### src/rtl/fpu_normalize_seq.sv
// ---------------------------------------------------------------------------
// fpu_normalize_seq
//   Multi-cycle mantissa normalizer for the FPU8087 datapath. It scans the
//   mantissa one byte per cycle with an 8-bit leading-zero count and shifts
//   it left until the MSB is 1. The exponent is reduced by the total shift.
//   This costs a few cycles of latency in exchange for a much smaller
//   datapath than a full-width LZC plus a barrel shifter.
//
// Optional feature (compile-time macro FPU_NORM_DENORM_CLAMP_EN):
//   Gradual underflow. The total shift is limited to in_exp, so a result
//   that would underflow stays denormal, with out_exp = 0.
//
// Ports:
//   i_clk          system clock; all registers update on the rising edge
//   i_reset        synchronous, active-high reset
//   i_start        request pulse; sampled only in IDLE
//   i_in_mant      unnormalized mantissa (WIDTH bits)
//   i_in_exp       biased exponent (EXP_W bits)
//   o_busy         high from the cycle after an accepted start through done
//   o_done         one-cycle pulse; the results are valid from this cycle on
//   o_out_mant     normalized mantissa
//   o_out_exp      adjusted exponent (in_exp - shift_count, modulo 2^EXP_W)
//   o_shift_count  total left shift applied
//   o_zero         input mantissa was all zeros
//   o_underflow    total leading zeros exceeded in_exp
// ---------------------------------------------------------------------------
module fpu_normalize_seq #(
  parameter int WIDTH = 64,
  parameter int EXP_W = 15,
  parameter int SW    = $clog2(WIDTH) + 1
) (
  input  logic             i_clk,
  input  logic             i_reset,
  input  logic             i_start,
  input  logic [WIDTH-1:0] i_in_mant,
  input  logic [EXP_W-1:0] i_in_exp,
  output logic             o_busy,
  output logic             o_done,
  output logic [WIDTH-1:0] o_out_mant,
  output logic [EXP_W-1:0] o_out_exp,
  output logic [SW-1:0]    o_shift_count,
  output logic             o_zero,
  output logic             o_underflow
);

  // Compare width wide enough to hold both the shift count and the exponent.
  localparam int CW = ((SW > EXP_W) ? SW : EXP_W) + 1;

  typedef enum logic [1:0] {
    ST_IDLE = 2'd0,
    ST_SCAN = 2'd1,
    ST_DONE = 2'd2
  } state_t;

  // Leading zeros of one byte. An all-zero byte gives 8.
  function automatic logic [3:0] lzc8(input logic [7:0] b);
    logic [3:0] n;
    casez (b)
      8'b1???????: n = 4'd0;
      8'b01??????: n = 4'd1;
      8'b001?????: n = 4'd2;
      8'b0001????: n = 4'd3;
      8'b00001???: n = 4'd4;
      8'b000001??: n = 4'd5;
      8'b0000001?: n = 4'd6;
      8'b00000001: n = 4'd7;
      default:     n = 4'd8;
    endcase
    return n;
  endfunction

  state_t           r_state;
  logic [WIDTH-1:0] r_mant;
  logic [EXP_W-1:0] r_exp;
  logic [SW-1:0]    r_acc;
  logic             r_busy;
  logic             r_done;
  logic [WIDTH-1:0] r_out_mant;
  logic [EXP_W-1:0] r_out_exp;
  logic [SW-1:0]    r_shift_count;
  logic             r_zero;
  logic             r_underflow;

  logic [7:0]       w_top;
  logic             w_top_zero;
  logic [3:0]       w_step_amt;
  logic [3:0]       w_shift;
  logic [WIDTH-1:0] w_new_mant;
  logic [SW-1:0]    w_new_acc;
  logic [EXP_W-1:0] w_new_exp;
  logic             w_finish;
  logic             w_underflow;
`ifdef FPU_NORM_DENORM_CLAMP_EN
  logic [EXP_W-1:0] w_budget;
`endif

  // One SCAN step: work out the shift for the current top byte and the result it gives.
  always_comb begin
    w_top      = r_mant[WIDTH-1 -: 8];
    w_top_zero = (w_top == 8'd0);
    w_step_amt = w_top_zero ? 4'd8 : lzc8(w_top);
`ifdef FPU_NORM_DENORM_CLAMP_EN
    // The shift budget left is in_exp minus the shift already applied.
    // The accumulator never passes in_exp, so this never wraps.
    w_budget = r_exp - EXP_W'(r_acc);
    if (w_budget < EXP_W'(w_step_amt)) begin
      w_shift = w_budget[3:0];
    end else begin
      w_shift = w_step_amt;
    end
    w_new_mant = r_mant << w_shift;
    w_new_acc  = r_acc + SW'(w_shift);
    // Stop once a nonzero byte is reached or the budget is used up.
    w_finish   = !w_top_zero || (w_budget <= EXP_W'(w_step_amt));
    // If the budget ran out before the MSB reached the top, the result is denormal.
    w_underflow = ~w_new_mant[WIDTH-1];
`else
    w_shift     = w_step_amt;
    w_new_mant  = r_mant << w_shift;
    w_new_acc   = r_acc + SW'(w_shift);
    w_finish    = !w_top_zero;
    w_underflow = (CW'(w_new_acc) > CW'(r_exp));
`endif
    w_new_exp = r_exp - EXP_W'(w_new_acc);
  end

  // Control FSM, the scan datapath registers and the registered result outputs.
  always_ff @(posedge i_clk) begin
    if (i_reset) begin
      r_state       <= ST_IDLE;
      r_mant        <= {WIDTH{1'b0}};
      r_exp         <= {EXP_W{1'b0}};
      r_acc         <= {SW{1'b0}};
      r_busy        <= 1'b0;
      r_done        <= 1'b0;
      r_out_mant    <= {WIDTH{1'b0}};
      r_out_exp     <= {EXP_W{1'b0}};
      r_shift_count <= {SW{1'b0}};
      r_zero        <= 1'b0;
      r_underflow   <= 1'b0;
    end else begin
      case (r_state)
        ST_IDLE: begin
          r_done <= 1'b0;
          if (i_start) begin
            r_busy <= 1'b1;
            if (i_in_mant == {WIDTH{1'b0}}) begin
              // A zero mantissa skips the scan and goes straight to DONE.
              r_out_mant    <= {WIDTH{1'b0}};
              r_out_exp     <= {EXP_W{1'b0}};
              r_shift_count <= {SW{1'b0}};
              r_zero        <= 1'b1;
              r_underflow   <= 1'b0;
              r_done        <= 1'b1;
              r_state       <= ST_DONE;
            end else begin
              r_mant  <= i_in_mant;
              r_exp   <= i_in_exp;
              r_acc   <= {SW{1'b0}};
              r_state <= ST_SCAN;
            end
          end else begin
            r_busy <= 1'b0;
          end
        end
        ST_SCAN: begin
          if (w_finish) begin
            r_out_mant    <= w_new_mant;
            r_out_exp     <= w_new_exp;
            r_shift_count <= w_new_acc;
            r_zero        <= 1'b0;
            r_underflow   <= w_underflow;
            r_done        <= 1'b1;
            r_state       <= ST_DONE;
          end else begin
            r_mant <= w_new_mant;
            r_acc  <= w_new_acc;
          end
        end
        ST_DONE: begin
          r_done  <= 1'b0;
          r_busy  <= 1'b0;
          r_state <= ST_IDLE;
        end
        default: begin
          r_done  <= 1'b0;
          r_busy  <= 1'b0;
          r_state <= ST_IDLE;
        end
      endcase
    end
  end

  assign o_busy        = r_busy;
  assign o_done        = r_done;
  assign o_out_mant    = r_out_mant;
  assign o_out_exp     = r_out_exp;
  assign o_shift_count = r_shift_count;
  assign o_zero        = r_zero;
  assign o_underflow   = r_underflow;

endmodule

### config.mk
export PLATFORM = sky130hd
export DESIGN_NAME = fpu_normalize_seq
export DESIGN_NICKNAME = d
export VERILOG_FILES = /design/src/rtl/fpu_normalize_seq.sv
export SDC_FILE = /design/constraint.sdc
export NUM_CORES = 1
export LEC_CHECK = 0
export ABC_AREA = 1
export CAP_MARGIN = 10
export CORE_ASPECT_RATIO = 0.75
export CORE_MARGIN = 2
export CORE_UTILIZATION = 50
export CTS_CLUSTER_DIAMETER = 150
export DETAILED_ROUTE_END_ITERATION = 6
export HOLD_SLACK_MARGIN = 0.03
export PLACE_DENSITY = 0.78
export SYNTH_ARGS = -nofsm -noshare
export SYNTH_HDL_FRONTEND = slang
export SYNTH_SLANG_ARGS = --single-unit
export TNS_END_PERCENT = 10
### constraint.sdc
create_clock -name i_clk -period 3.4 [get_ports i_clk]
set_input_delay 0.51 -clock i_clk [delete_from_list [all_inputs] [get_ports i_clk]]
set_output_delay 0.51 -clock i_clk [all_outputs]
set_load 0.02 [all_outputs]
Word-level counts from Yosys, hierarchy flattened
Index checks and enable logic that the tools add are counted.
{ "word_totals": {"mem_bits_ro": 0, "word_cells": 77, "latchBits": 0, "n_memories": 0, "in_bits": 82, "out_inout_bits": 90, "reg_bits": 178, "ramBits": 0} }
{ "op_classes": {"n_reduce_logical": 8, "n_shift": 1, "magnitude_cmp": 1, "mul": 0, "n_addsub": 2, "mux": 40, "div_mod_pow": 0, "n_eq_ne": 13, "bitwise_logic": 1} }
{ "op_table": {"columns": ["cell", "n"], "rows": [
  ["$mux W64", 6],
  ["$pmux W64 S2", 2],
  ["$logic_not A64 Y1", 1],
  ["$shl A64 B4 Y64", 1],
  ["$mux W15", 3],
  ["$mux W7", 6],
  ["$pmux W4 S8", 1],
  ["$pmux W15 S2", 1],
  ["$pmux W7 S2", 2],
  ["$gt A7 B15 Y1", 1],
  ["$sub A15 B7 Y15", 1],
  ["$mux W1", 10],
  ["$ne A2 B2 Y1 const B", 5],
  ["$eq A8 B1 Y1 const B", 1],
  ["$logic_not A8 Y1", 1],
  ["$pmux W1 S2", 4],
  ["$reduce_and A4 Y1", 2],
  ["$add A7 B4 Y7", 1],
  ["$eq A7 B1 Y1 const B", 1],
  ["$eq A6 B1 Y1 const B", 1],
  ["$mux W2", 3],
  ["$eq A5 B1 Y1 const B", 1],
  ["$eq A2 B1 Y1 const B", 2],
  ["$eq A4 B1 Y1 const B", 1],
  ["8 further kinds", 8]
]} }

Logic depth before layout (Yosys ltp)
{ "logic_depth": {"ltp_word": 7, "ltp_mapped": 25} }

Least setup slack after synthesis
OpenSTA, ideal clock, no wires.
{ "synth_path": {"kind": "register to register", "startpoint": "register r_mant[62]", "endpoint": "register r_out_exp[13], in the netlist o_out_exp[13]", "stages_incl_launch_ff": 26, "t_required_ns": 3.268, "setup_slack_ns": -0.085, "arrival_ns": 3.353, "path_cell_list": "dfxtp_1 > inv_2 > nand2_1 > nor2_4 > nand2_1 > nand3_2 > buf_2 > ha_1 > inv_1 > fa_1 > nor2_1 > o21ai_0 > nand2_1 > nand2_1 > nor2_1 > xnor2_1 > ha_1 > nand2_1 > nor2_1 > nand2_1 > o211ai_1 > nor2_1 > nand2_1 > xor2_1 > nand2_1 > a21oi_1"} }
{ "synth_between": {"elab_chain_cells": 7, "elab_cells_between_ends": 16, "classes_between": "2 x add/sub; 8 x eq/ne; 4 x mux; 2 x reduce/logical"} }
{ "synth_rtl": {"columns": ["element", "line_no", "text"], "rows": [
  ["start, declared", "73", "logic [WIDTH-1:0] r_mant;"],
  ["start signal, assigned", "131", "r_mant <= {WIDTH{1'b0}};"],
  ["start signal, assigned", "157", "r_mant <= i_in_mant;"],
  ["start signal, assigned", "176", "r_mant <= w_new_mant;"],
  ["$eq A8 B1 Y1 (tied with other cells)", "58", "casez (b)"],
  ["$pmux W4 S8", "58", null],
  ["$mux W4", "101", "w_step_amt = w_top_zero ? 4'd8 : lzc8(w_top);"],
  ["$add A7 B4 Y7", "120", "w_new_acc = r_acc + SW'(w_shift);"],
  ["$sub A15 B7 Y15", "124", "w_new_exp = r_exp - EXP_W'(w_new_acc);"],
  ["$mux W15", "167", "if (w_finish) begin"],
  ["$pmux W15 S2", "142", "case (r_state)"],
  ["end signal, assigned", "137", "r_out_exp <= {EXP_W{1'b0}};"],
  ["end signal, assigned", "150", "r_out_exp <= {EXP_W{1'b0}};"],
  ["end signal, assigned", "169", "r_out_exp <= w_new_exp;"],
  ["end, declared", "79", "logic [EXP_W-1:0] r_out_exp;"]
]} }
Parallel ways exist; a longest one is shown, timed or not. The select of a mux whose other input is x is not followed.
A chain may end at the register's enable or synchronous reset.

Worst setup path after layout
{ "layout_path": {"startpoint": "register r_mant[59]", "endpoint": "register r_out_exp[7], in the netlist o_out_exp[7]"} }
{ "layout_between": {"elab_chain_cells": 7, "elab_cells_between_ends": 13, "classes_between": "2 x add/sub; 5 x eq/ne; 4 x mux; 2 x reduce/logical"} }
{ "layout_rtl": {"columns": ["element", "line_no"], "rows": [
  ["$eq A8 B1 Y1 (tied with other cells)", "58"],
  ["$pmux W4 S8", "58"],
  ["$mux W4", "101"],
  ["$add A7 B4 Y7", "120"],
  ["$sub A15 B7 Y15", "124"],
  ["$mux W15", "167"],
  ["$pmux W15 S2", "142"]
]} }
Parallel ways exist; a longest one is shown, timed or not. The select of a mux whose other input is x is not followed.

==> run summary <==
gr usage total: 31.3%
number of flops mapped to enable cells by yosys: 0
number of synthesized register bits: 178
Worst slew margin: 37.3%
startpoint types: flop
sequential-to-total area share from yosys stat: 32.9%
Lkg Pwr: 0.00598 uW
final core occ: 63.9%
worst min-delay path category: reg -> reg
Nets: 1988
Critical Path RT: 3.70 ns
Hold WS: 0.463 ns
Clock Latency Late Sink: 0.44 ns
average size of a mapped cell: 6.13 sq um
vias in the first global route: 11400
Placed Cells incl. Taps: 2149
CP Class: reg -> reg
# rows: 46
YS warnings: 0
CTS Hold Bufs: 0
pre-CTS WS: -0.0682 ns
DIE AREA: 0.0229 sq mm
Cell Area, Synth: 0.0108 sq mm
# port buffers: 171
core footprint: 0.0212 sq mm
count of cell types in the netlist: 36
Max clock buf depth: 2
f_max: 303 MHz
clock share of power: 22.7%
switching power: 3890 uW
crit path max fanout: 4
Initial Util: 51.2%
die width: 174 microns
Final min period: 3.30 ns
pin count of the biggest net entering global routing: 81
Syn Inst Count: 1766
Final WS setup: 0.103 ns
post-route ant nets: 0
RSZ-0062 raised after global routing: true
H-tree levels: 4
Die Y: 131 microns
# setup viols final: 0
final hold vios: 0
initial drt markers: 1570
Max VDD drop: 346 uV
Num CTS Buffers: 17
HPWL Detailed: 25300 microns
clock root cell: clkbuf_16
ys async rst share: 0%
Synth Area in Adders: 1.64%
Finished Layout Cells: 2194
Seq pwr share: 28.4%
Final Cycle Share: 97.0%
Top FF cell, synth: dfxtp_1
Worst-path clk slew: 0.08 ns
hold path depth: 2
Yosys top cell area share: 32.9%
R2R depth: 21
post-synthesis xor/xnor area fraction: 0.404%
largest family of logic cells by synthesized area: simple AND/OR/NAND/NOR gates
CTS tree: built
Slew Limit Fails: 0
mux share of post-synthesis cell area: 0%
synth top area cells: dfxtp_1 (33%), nand3_1 (16%), nand2_1 (13%)
via count: 12400
Filler Cell Count: 2063
# diodes: 0
post-route setup TNS: 0 ns
switch share: 44.1%
Setup Skew: 0.0166 ns
combinational group share of total power: 48.9%
Crit. End Element: flop
syn nets: 1861
final wirelength: 36200 microns
initial antenna violation count: 0
Congestion Overflow GR: 0
routed length per instance: 16.5 microns
status: completed
DRC: 0
Int Power: 4920 uW
max cap viols: 0
Synth Area in Compound Gates: 12.1%
crit path DAT: 3.59 ns
worst slew pin tran: 0.935 ns
P&R area growth vs syn: 25.0%
Num Clock Sinks: 178
gpl congestion: 0.970
routed vias/inst: 5.66
share of cells above drive strength 1: 7.50%
Synth Area in Simple Gates: 41.2%
power density over the cells: 651 mW/mm^2
Yosys top cell by area: dfxtp_1
DRT Pass-1 Iters: 6
first-pass GRT wire length: 59100 microns
total I/O pin count: 172
[synth_stat cells, types with 3 or more instances]
library cell  instances
inv_2                11
nor2_1              189
buf_1                19
dfxtp_1             178
nand3_1             350
xor2_1                3
buf_4                 3
inv_1               182
nor3_1                3
clkbuf_1             61
nand4_1              80
buf_2                27
a22oi_1               3
buf_6                 8
ha_1                 11
a21oi_1             186
nand2_1             366
o21ai_0              61
[power by group through the flow]
stage | registers [uW] | clock network [uW] | logic [uW]
floorplan | 2670 | 0 | 2790
global placement | 2540 | 0 | 4040
detailed placement | 2540 | 0 | 4080
CTS | 2500 | 2010 | 4120
global route | 2530 | 2110 | 4760
finish | 2510 | 2000 | 4310
[sequential cells by signal, summed over array words and instances, names as in the netlist]
register / count
o_busy: 1
o_done: 1
o_out_exp: 15
o_out_mant: 64
o_shift_count: 7
o_underflow: 1
o_zero: 1
r_acc: 7
r_exp: 15
r_mant: 64
r_state: 2
[per-layer routing]
layer  vias to the layer above  part of all wire [%]  GRT usage [%]
met4                         0                   1.1           6.63
met3                        42                   8.9           5.67
li1                       6076                     -              -
met5                         -                     0              0
met1                      5684                    46           46.1
met2                       609                    44           47.3
[final timing paths]
path	startpoint	to	slack (ns)
setup / recovery	r_mant[59]	o_out_exp[7]	0.10
hold / removal	o_out_mant[29]	o_out_mant[29]	0.46
setup reg to reg	r_mant[59]	o_out_exp[7]	0.10
hold reg to reg	o_out_mant[29]	o_out_mant[29]	0.46
[logic make-up after synthesis]
kind of cell    Yosys count
fa+ha+maj                13
compound gates          255
xor+xnor                  5
flops                   178
buf+inv                 313
simple gates           1002
[metrics by stage]
stage / instance area (sq um) / total power, uW
5_1_grt: 13500 / 9410
3_5_place_dp: 12700 / 6620
6_report: 13500 / 8810
3_3_place_gp: 12700 / 6580
2_1_floorplan: 10900 / 5460
4_1_cts: 13300 / 8640
[layout by cell type (no fill, tap or decap), drive strengths merged, types with 3 or more instances in the layout]
master	instances
inv	202
clkbuf	19
a21oi	187
ha	11
dfxtp	178
xor2	3
nand2	369
clkinv	5
nor2	191
nor3	3
a22oi	3
nand4	80
nand3	351
buf	56
clkdlybuf4s50	170
o21ai	62
[repair_timing]
item | in CTS | in global routing
endpoints found under the hold margin | 0 | 0
endpoints found under the setup margin | 5 | 10
buffers inserted | 2 | 11
gates resized for setup | 4 | 34
pin swaps | 6 | 25
[critical path: stages, from the launching register on]
cell	delay, ns
dfxtp_2	0.34
inv_2	0.07
nand2_2	0.07
buf_4	0.14
o31ai_4	0.23
inv_2	0.09
ha_4	0.28
buf_4	0.12
nand3_1	0.09
nand2_2	0.08
nand2_1	0.06
a21oi_2	0.18
xor2_2	0.19
ha_1	0.30
nand2_2	0.10
nor2_2	0.04
nand2_1	0.05
o211ai_1	0.16
buf_4	0.18
or2_2	0.26
nand3_1	0.07
a21oi_1	0.06
[layout make-up]
| cell class | instances | area (sq um) | area share [%] |
|---|---|---|---|
| multi-input cells | 1275 | 6140 | 45.3 |
| flip-flops and latches | 178 | 3570 | 26.4 |
| repair buffers | 226 | 2160 | 16.0 |
| inverters | 195 | 732 | 5.40 |
| clock buffers | 19 | 443 | 3.27 |
| well taps | 288 | 360 | 2.66 |
| clock inverters | 13 | 135 | 0.998 |
No activity file was read; power rests on OpenSTA's default activity.
